$ cat src/rtl/dmem_arbiter_if.sv
// Bus bundle between the two requesters, the arbiter and the data memory.
// master: requester/memory side; slave: arbiter side.
interface dmem_arbiter_if #(
  parameter int ADDR_W = 32,
  parameter int DATA_W = 32
);
  logic              req0;
  logic              req1;
  logic              we0;
  logic              we1;
  logic [ADDR_W-1:0] addr0;
  logic [ADDR_W-1:0] addr1;
  logic [DATA_W-1:0] wdata0;
  logic [DATA_W-1:0] wdata1;
  logic              ack0;
  logic              ack1;
  logic [DATA_W-1:0] rdata0;
  logic [DATA_W-1:0] rdata1;
  logic              mem_rd;
  logic              mem_wr;
  logic [ADDR_W-1:0] mem_addr;
  logic [DATA_W-1:0] mem_wdata;
  logic [DATA_W-1:0] mem_rdata;
  logic              busy;

  modport master (
    output req0, req1, we0, we1,
    output addr0, addr1, wdata0, wdata1,
    output mem_rdata,
    input  ack0, ack1, rdata0, rdata1,
    input  mem_rd, mem_wr, mem_addr, mem_wdata,
    input  busy
  );

  modport slave (
    input  req0, req1, we0, we1,
    input  addr0, addr1, wdata0, wdata1,
    input  mem_rdata,
    output ack0, ack1, rdata0, rdata1,
    output mem_rd, mem_wr, mem_addr, mem_wdata,
    output busy
  );
endinterface

$ cat src/rtl/dmem_arbiter.sv
// Round-robin arbiter sharing one data memory port between two requesters.
// Ports: clk, rst (async active-low), bus (dmem_arbiter_if.slave).
module dmem_arbiter #(
  parameter int ADDR_W  = 32,
  parameter int DATA_W  = 32,
  parameter int MEM_LAT = 2
) (
  input logic          clk,
  input logic          rst,
  dmem_arbiter_if.slave bus
);

  localparam int CNT_W = (MEM_LAT > 1) ? $clog2(MEM_LAT) : 1;
  localparam logic [CNT_W-1:0] CNT_INIT = CNT_W'(MEM_LAT - 1);

  typedef enum logic [1:0] {
    IDLE,
    ACCESS,
    DONE
  } state_t;

  state_t            state_q, state_d;
  logic              ptr_q, ptr_d;
  logic              gnt_q, gnt_d;
  logic              we_q, we_d;
  logic [CNT_W-1:0]  cnt_q, cnt_d;
  logic              rd_q, rd_d;
  logic              wr_q, wr_d;
  logic              ack0_q, ack0_d;
  logic              ack1_q, ack1_d;
  logic              busy_q, busy_d;
  logic [ADDR_W-1:0] addr_q, addr_d;
  logic [DATA_W-1:0] wdata_q, wdata_d;
  logic [DATA_W-1:0] rdata0_q, rdata0_d;
  logic [DATA_W-1:0] rdata1_q, rdata1_d;
  logic              pick;
  logic              pick_we;

  // Contention goes to ptr; a lone request wins outright.
  always_comb begin
    pick = 1'b0;
    unique case (1'b1)
      bus.req0 && bus.req1: pick = ptr_q;
      !bus.req0 && bus.req1: pick = 1'b1;
      default: pick = 1'b0;
    endcase
    pick_we = pick ? bus.we1 : bus.we0;
  end

  always_comb begin
    state_d  = state_q;
    ptr_d    = ptr_q;
    gnt_d    = gnt_q;
    we_d     = we_q;
    cnt_d    = cnt_q;
    rd_d     = rd_q;
    wr_d     = wr_q;
    ack0_d   = ack0_q;
    ack1_d   = ack1_q;
    busy_d   = busy_q;
    addr_d   = addr_q;
    wdata_d  = wdata_q;
    rdata0_d = rdata0_q;
    rdata1_d = rdata1_q;
    unique case (state_q)
      IDLE: begin
        if (bus.req0 || bus.req1) begin
          gnt_d   = pick;
          we_d    = pick_we;
          addr_d  = pick ? bus.addr1 : bus.addr0;
          wdata_d = pick ? bus.wdata1 : bus.wdata0;
          cnt_d   = CNT_INIT;
          rd_d    = ~pick_we;
          wr_d    = pick_we;
          busy_d  = 1'b1;
          state_d = ACCESS;
        end
      end
      ACCESS: begin
        if (cnt_q == '0) begin
          rd_d    = 1'b0;
          wr_d    = 1'b0;
          ack0_d  = ~gnt_q;
          ack1_d  = gnt_q;
          state_d = DONE;
          if (!we_q) begin
            if (gnt_q) rdata1_d = bus.mem_rdata;
            else       rdata0_d = bus.mem_rdata;
          end
        end else begin
          cnt_d = cnt_q - CNT_W'(1);
        end
      end
      DONE: begin
        ack0_d  = 1'b0;
        ack1_d  = 1'b0;
        busy_d  = 1'b0;
        ptr_d   = ~gnt_q;
        state_d = IDLE;
      end
      default: state_d = IDLE;
    endcase
  end

  always_ff @(posedge clk or negedge rst) begin
    if (!rst) begin
      state_q  <= IDLE;
      ptr_q    <= 1'b0;
      gnt_q    <= 1'b0;
      we_q     <= 1'b0;
      cnt_q    <= '0;
      rd_q     <= 1'b0;
      wr_q     <= 1'b0;
      ack0_q   <= 1'b0;
      ack1_q   <= 1'b0;
      busy_q   <= 1'b0;
      addr_q   <= '0;
      wdata_q  <= '0;
      rdata0_q <= '0;
      rdata1_q <= '0;
    end else begin
      state_q  <= state_d;
      ptr_q    <= ptr_d;
      gnt_q    <= gnt_d;
      we_q     <= we_d;
      cnt_q    <= cnt_d;
      rd_q     <= rd_d;
      wr_q     <= wr_d;
      ack0_q   <= ack0_d;
      ack1_q   <= ack1_d;
      busy_q   <= busy_d;
      addr_q   <= addr_d;
      wdata_q  <= wdata_d;
      rdata0_q <= rdata0_d;
      rdata1_q <= rdata1_d;
    end
  end

  assign bus.ack0      = ack0_q;
  assign bus.ack1      = ack1_q;
  assign bus.rdata0    = rdata0_q;
  assign bus.rdata1    = rdata1_q;
  assign bus.mem_rd    = rd_q;
  assign bus.mem_wr    = wr_q;
  assign bus.mem_addr  = addr_q;
  assign bus.mem_wdata = wdata_q;
  assign bus.busy      = busy_q;

endmodule

$ cat src/flat_wrapper.sv
// flat-port wrapper written by rule: the top's interface ports become plain ports
module dmem_arbiter_flat 
#(
  parameter int ADDR_W  = 32,
  parameter int DATA_W  = 32,
  parameter int MEM_LAT = 2
)
  (clk, rst, bus_req0, bus_req1, bus_we0, bus_we1, bus_addr0, bus_addr1, bus_wdata0, bus_wdata1, bus_mem_rdata, bus_ack0, bus_ack1, bus_rdata0, bus_rdata1, bus_mem_rd, bus_mem_wr, bus_mem_addr, bus_mem_wdata, bus_busy);
  dmem_arbiter_if #(.ADDR_W(ADDR_W), .DATA_W(DATA_W)) bus_i ();
  input logic clk;
  input logic rst;
  input wire logic [$bits(bus_i.req0)-1:0] bus_req0;
  input wire logic [$bits(bus_i.req1)-1:0] bus_req1;
  input wire logic [$bits(bus_i.we0)-1:0] bus_we0;
  input wire logic [$bits(bus_i.we1)-1:0] bus_we1;
  input wire logic [$bits(bus_i.addr0)-1:0] bus_addr0;
  input wire logic [$bits(bus_i.addr1)-1:0] bus_addr1;
  input wire logic [$bits(bus_i.wdata0)-1:0] bus_wdata0;
  input wire logic [$bits(bus_i.wdata1)-1:0] bus_wdata1;
  input wire logic [$bits(bus_i.mem_rdata)-1:0] bus_mem_rdata;
  output wire logic [$bits(bus_i.ack0)-1:0] bus_ack0;
  output wire logic [$bits(bus_i.ack1)-1:0] bus_ack1;
  output wire logic [$bits(bus_i.rdata0)-1:0] bus_rdata0;
  output wire logic [$bits(bus_i.rdata1)-1:0] bus_rdata1;
  output wire logic [$bits(bus_i.mem_rd)-1:0] bus_mem_rd;
  output wire logic [$bits(bus_i.mem_wr)-1:0] bus_mem_wr;
  output wire logic [$bits(bus_i.mem_addr)-1:0] bus_mem_addr;
  output wire logic [$bits(bus_i.mem_wdata)-1:0] bus_mem_wdata;
  output wire logic [$bits(bus_i.busy)-1:0] bus_busy;
  assign bus_i.req0 = bus_req0;
  assign bus_i.req1 = bus_req1;
  assign bus_i.we0 = bus_we0;
  assign bus_i.we1 = bus_we1;
  assign bus_i.addr0 = bus_addr0;
  assign bus_i.addr1 = bus_addr1;
  assign bus_i.wdata0 = bus_wdata0;
  assign bus_i.wdata1 = bus_wdata1;
  assign bus_i.mem_rdata = bus_mem_rdata;
  assign bus_ack0 = bus_i.ack0;
  assign bus_ack1 = bus_i.ack1;
  assign bus_rdata0 = bus_i.rdata0;
  assign bus_rdata1 = bus_i.rdata1;
  assign bus_mem_rd = bus_i.mem_rd;
  assign bus_mem_wr = bus_i.mem_wr;
  assign bus_mem_addr = bus_i.mem_addr;
  assign bus_mem_wdata = bus_i.mem_wdata;
  assign bus_busy = bus_i.busy;
  dmem_arbiter #(.ADDR_W(ADDR_W), .DATA_W(DATA_W), .MEM_LAT(MEM_LAT)) u_core (.clk(clk), .rst(rst), .bus(bus_i));
endmodule
$ cat config.mk
export PLATFORM = sky130hd
export DESIGN_NAME = dmem_arbiter_flat
export DESIGN_NICKNAME = d
export VERILOG_FILES = /design/src/rtl/dmem_arbiter_if.sv /design/src/rtl/dmem_arbiter.sv /design/src/flat_wrapper.sv
export SDC_FILE = /design/constraint.sdc
export NUM_CORES = 1
export LEC_CHECK = 0
export ABC_AREA = 1
export CORE_MARGIN = 2
export CORE_UTILIZATION = 43
export CTS_CLUSTER_DIAMETER = 150
export CTS_CLUSTER_SIZE = 28
export DETAILED_ROUTE_END_ITERATION = 8
export HOLD_SLACK_MARGIN = 0.1
export PLACE_DENSITY = 0.9
export SLEW_MARGIN = 15
export SYNTH_ARGS = -nofsm -noshare
export SYNTH_HDL_FRONTEND = slang
export SYNTH_SLANG_ARGS = --single-unit
$ cat constraint.sdc
create_clock -name clk -period 2.3 [get_ports clk]
set_input_delay 0.575 -clock clk [delete_from_list [all_inputs] [get_ports clk]]
set_output_delay 0.575 -clock clk [all_outputs]
set_load 0.01 [all_outputs]
# Word-level counts from Yosys, hierarchy flattened
# Index checks and enable logic that the tools add are counted.
[word_totals]
inputBits = 166
ff_bits = 139
wordCells = 59
[classes]
n_reduce_logical = 16
mux = 20
n_bitwise = 4
n_addsub = 1
n_eq_ne = 4
[ops]
columns = ["operator", "count"]
rows = [
  ["$mux 32", 2],
  ["$pmux 1 s2", 7],
  ["$reduce_and 2->1", 5],
  ["$mux 1", 8],
  ["$reduce_and 4->1", 2],
  ["$reduce_bool 2->1", 3],
  ["$mux 2", 2],
  ["$not 1->1", 4],
  ["$pmux 2 s2", 1],
  ["$reduce_and 3->1", 1],
  ["$eq 2x1->1 const B", 1],
  ["$eq 2x2->1 const B", 1],
  ["$logic_and 1x1->1", 2],
  ["$logic_not 2->1", 1],
  ["$ne 2x1->1 const B", 1],
  ["$ne 2x2->1 const B", 1],
  ["$logic_not 1->1", 1],
  ["$logic_or 1x1->1", 1],
  ["$sub 1x1->1 const B", 1],
]

# Longest topological paths before layout
[depth]
word_depth = 7
ltp_mapped = 9
mapped_depth_nobuf = 7

# Worst setup path after synthesis
# Ideal clock, no wire load.
[synth_path]
path_kind = "input -> register"
start = "input bus_req0"
end = "register u_core.addr_q[26], in the netlist u_core.bus.mem_addr[26]"
n_path_buf = 2
arrival_time_ps = 1213
path_slack_ps = 971
setup_time_ps = 116
path_stages = 8
path_cell_list = "nand2_1 nand2_1 buf_2 buf_2 nand2_1 nand2_1 nand2_1 nand2_1"
[synth_between]
elab_chain_len = 4
[synth_rtl]
columns = ["element", "line_no", "rtl"]
rows = [
  ["from (decl)", "flat_wrapper.sv:12", "input wire logic [$bits(bus_i.req0)-1:0] bus_req0;"],
  ["$logic_not 1->1", "dmem_arbiter.sv:44", "!bus.req0 && bus.req1: pick = 1'b1;"],
  ["$logic_and 1x1->1", "dmem_arbiter.sv:44", ""],
  ["$pmux 1 s2", "dmem_arbiter.sv:42", "unique case (1'b1)"],
  ["$mux 32", "dmem_arbiter.sv:70", "addr_d = pick ? bus.addr1 : bus.addr0;"],
  ["to (signal assigned)", "dmem_arbiter.sv:132", "addr_q <= addr_d;"],
  ["to (decl)", "dmem_arbiter.sv:32", "logic [ADDR_W-1:0] addr_q, addr_d;"],
]
# Several ways; a longest one is shown, not always the timed one.
# A chain may end at the register's enable or synchronous reset.

# Final worst setup path
[layout_path]
start = "register u_core.wdata_q[6], in the netlist u_core.bus.mem_wdata[6]"
end = "output bus_mem_wdata[6]"
[layout_lines]
columns = ["element", "line_no", "rtl"]
rows = [
  ["from (decl)", "dmem_arbiter.sv:33", "logic [DATA_W-1:0] wdata_q, wdata_d;"],
  ["from (signal assigned)", "dmem_arbiter.sv:133", "wdata_q <= wdata_d;"],
  ["to (decl)", "flat_wrapper.sv:28", "output wire logic [$bits(bus_i.mem_wdata)-1:0] bus_mem_wdata;"],
]
# No word-level cell between the ends.

==> impl_metrics.ini <==
[run_status]
outcome = finished clean

[placement]
post_dp_cell_area_sq_um = 9370
gp_congestion = 0.887
port_buffers = 298
dpl.hpwl_um = 14100

[sta]
drv_slew = 0
fmax_ghz = 0.515
finalSetupViolCount = 0
finalCritPeriodShare_pct = 84.4
clock_skew_ps = 5.41
period_needed_ps = 1940
worst_pin_slew_ps = 808
grt_setup_unrepaired = false
fin_setup_tns_ps = 0
relSlewSlack_pct = 46.1
finalHoldViolations = 0
whs_ps = 477

[finish]
area_growth_syn_to_layout_pct = 58.8
layout-drive-gt1-share_pct = 7.00
fill_cells = 1122
multi_input_area_sq_um = 2370
design_area_sq_um = 9950
seq_area_sq_um = 3480
fin_nets = 1226

[floorplan]
ios = 299
num_rows = 44
die_h_um = 125
die_w_um = 125
coreArea_sq_um = 14400
dieArea_sq_um = 15600
initial_core_util_pct = 43.6

[clocking]
cts.sinks = 139
cts_made_buffers = 17
clock_latency_ps = 420
post-cts-setup-buffer-count = 0
cts_max_level = 4
cts_tree = built
cts_root_buffer = clkbuf_16
hold_buffers = 1
clkTransAtPathRegs_ps = 60
cts_resized = 0
cts.path.max_buffers = 2

[setup_path]
cp_max_fo = 2
cp_top_family = buffers and inverters
end_kind = primary output
regToRegSetupSlack_ps = 580
cp-start-kind = flip-flop
required_ps = 1730
crit_path_top_delay_cell = clkdlybuf4s50_1
worstSetupPathType = reg2out
cp.arrival_ps = 1370
crit_path_max_incr_delay_ps = 590
crit_buf_inv = 1
path_cells = clkdlybuf4s50_1

[detailed_routing]
first_iter_violations = 510
ant_nets = 0
num_vias = 6102
firstDrtPassIters = 6
vias_per_cell = 4.85
wirelength_um = 19800
drc = 0
wl_per_cell_um = 15.7

[power]
leakage_nw = 4.96
p_per_area_nw_per_um2 = 1330
ir_drop_mv = 0.600

[worst_hold_path]
hold_class = reg2reg

[grt]
grt_pass1_vias = 6315
overflow = 0
grt_usage_pct = 26.1
grt_max_degree = 65
antenna_found_initial = 0
grt_pass1_wl_um = 32300

[yosys]
ys_warn_count = 0
yosys_register_bits = 139
syn_area_sq_um = 6270
ys_types = 20
postSynthAreaPerCell_sq_um = 8.09
syn_nets = 941
synthesis.instances = 775
seq_area_frac_synth_pct = 55.5

[run]
maxCapViolations = 0
metal layers:
layer	share of wire (%)	routed length [um]	GRT usage [%]
met5	0	0	0
met4	3.3	648	11.6
met2	51	10100	44.9
met3	6.1	1200	6.31
met1	39	7810	30.9
area by class of cell:
class	instances	share of cell area, %
clock buffers	23	4.60
flip-flops and latches	139	34.9
repair buffers	313	31.6
well taps	184	2.31
multi-input cells	549	23.8
diodes	1	0.0251
clock inverters	8	1.19
inverters	40	1.51
flip-flops by register name, summed over array words and instances, names as in the netlist:
register	count
u_core.bus.ack0	1
u_core.bus.ack1	1
u_core.bus.busy	1
u_core.bus.mem_addr	32
u_core.bus.mem_rd	1
u_core.bus.mem_wdata	32
u_core.bus.mem_wr	1
u_core.bus.rdata0	32
u_core.bus.rdata1	32
u_core.cnt_q	1
u_core.gnt_q	1
u_core.ptr_q	1
u_core.state_q	2
u_core.we_q	1
path summary, 6_finish.rpt:
check                                                     start                              endpoint  cells past startpoint
setup / recovery            u_core.bus.mem_wdata[6]$_DFFE_PN0P_                      bus_mem_wdata[6]                      1
hold / removal             u_core.bus.mem_wdata[17]$_DFFE_PN0P_  u_core.bus.mem_wdata[17]$_DFFE_PN0P_                      2
setup reg to reg                  u_core.state_q[1]$_DFFE_PN0P_     u_core.bus.rdata0[12]$_DFFE_PN0P_                      4
hold reg to reg            u_core.bus.mem_wdata[17]$_DFFE_PN0P_  u_core.bus.mem_wdata[17]$_DFFE_PN0P_                      2
max in group asynchronous                                   rst   u_core.bus.mem_addr[10]$_DFFE_PN0P_                      3
min in group asynchronous                                   rst   u_core.bus.mem_addr[26]$_DFFE_PN0P_                      2
cells by family (layout without fill, tap and decap cells):
family | count (synthesis) | count (layout) | share of synthesized area (%)
AOI/OAI and AO/OA | 68 | 68 | 6.81
and+or+nand+nor | 481 | 481 | 30.9
other | 0 | 1 | 0
buffers and inverters | 87 | 384 | 6.81
DFF | 139 | 139 | 55.5
stage by stage:
| stage | cells | util (%) | worst slack, ps | power (mW) |
|---|---|---|---|---|
| after floorplan | 775 | - | 971 | 7.22 |
| after global placement | 1224 | 65.2 | 282 | 10.3 |
| after detailed placement | 1224 | 65.2 | 228 | 10.6 |
| after CTS | 1256 | 69.3 | 322 | 13.4 |
| after global routing | 1256 | 69.3 | 306 | 14.1 |
| final | 1257 | 69.3 | 359 | 13.3 |
worst min-delay path: cells and delay by family, from the launching register on:
kind,cells,cell delay (ps)
flip-flops,1,340
AND/OR/NAND/NOR,2,100
cell usage after synthesis (all sizes together):
| library cell | n | area [sq um] |
|---|---|---|
| nand2 | 405 | 1530 |
| dfrtp | 139 | 3480 |
| nand3 | 70 | 363 |
| o21ai | 68 | 427 |
| buf | 41 | 251 |
| inv | 40 | 150 |
| clkbuf | 6 | 25.0 |
| nor2 | 5 | 28.8 |
| nor3 | 1 | 16.3 |
where the power goes:
part	switching, mW	total [mW]	leakage (nW)	internal (mW)
registers	0.719	4.39	1.70	3.67
clock network	0.999	2.72	0.285	1.72
logic	3.08	6.17	2.98	3.09
total	4.80	13.3	4.96	8.48
cells in the final DEF (no fill, tap or decap), drive strengths merged:
| cell | synthesis | routed |
|---|---|---|
| dfrtp | 139 | 139 |
| nor3 | 1 | 1 |
| o21ai | 68 | 68 |
| nand2 | 405 | 405 |
| diode | 0 | 1 |
| nand3 | 70 | 70 |
| nor2 | 5 | 5 |
| dlygate4sd3 | 0 | 1 |
| clkbuf | 6 | 23 |
| clkinv | 0 | 5 |
| clkdlybuf4s50 | 0 | 296 |
| inv | 40 | 40 |
| bufinv | 0 | 3 |
| buf | 41 | 16 |
No activity file was read; power rests on OpenSTA's default activity.
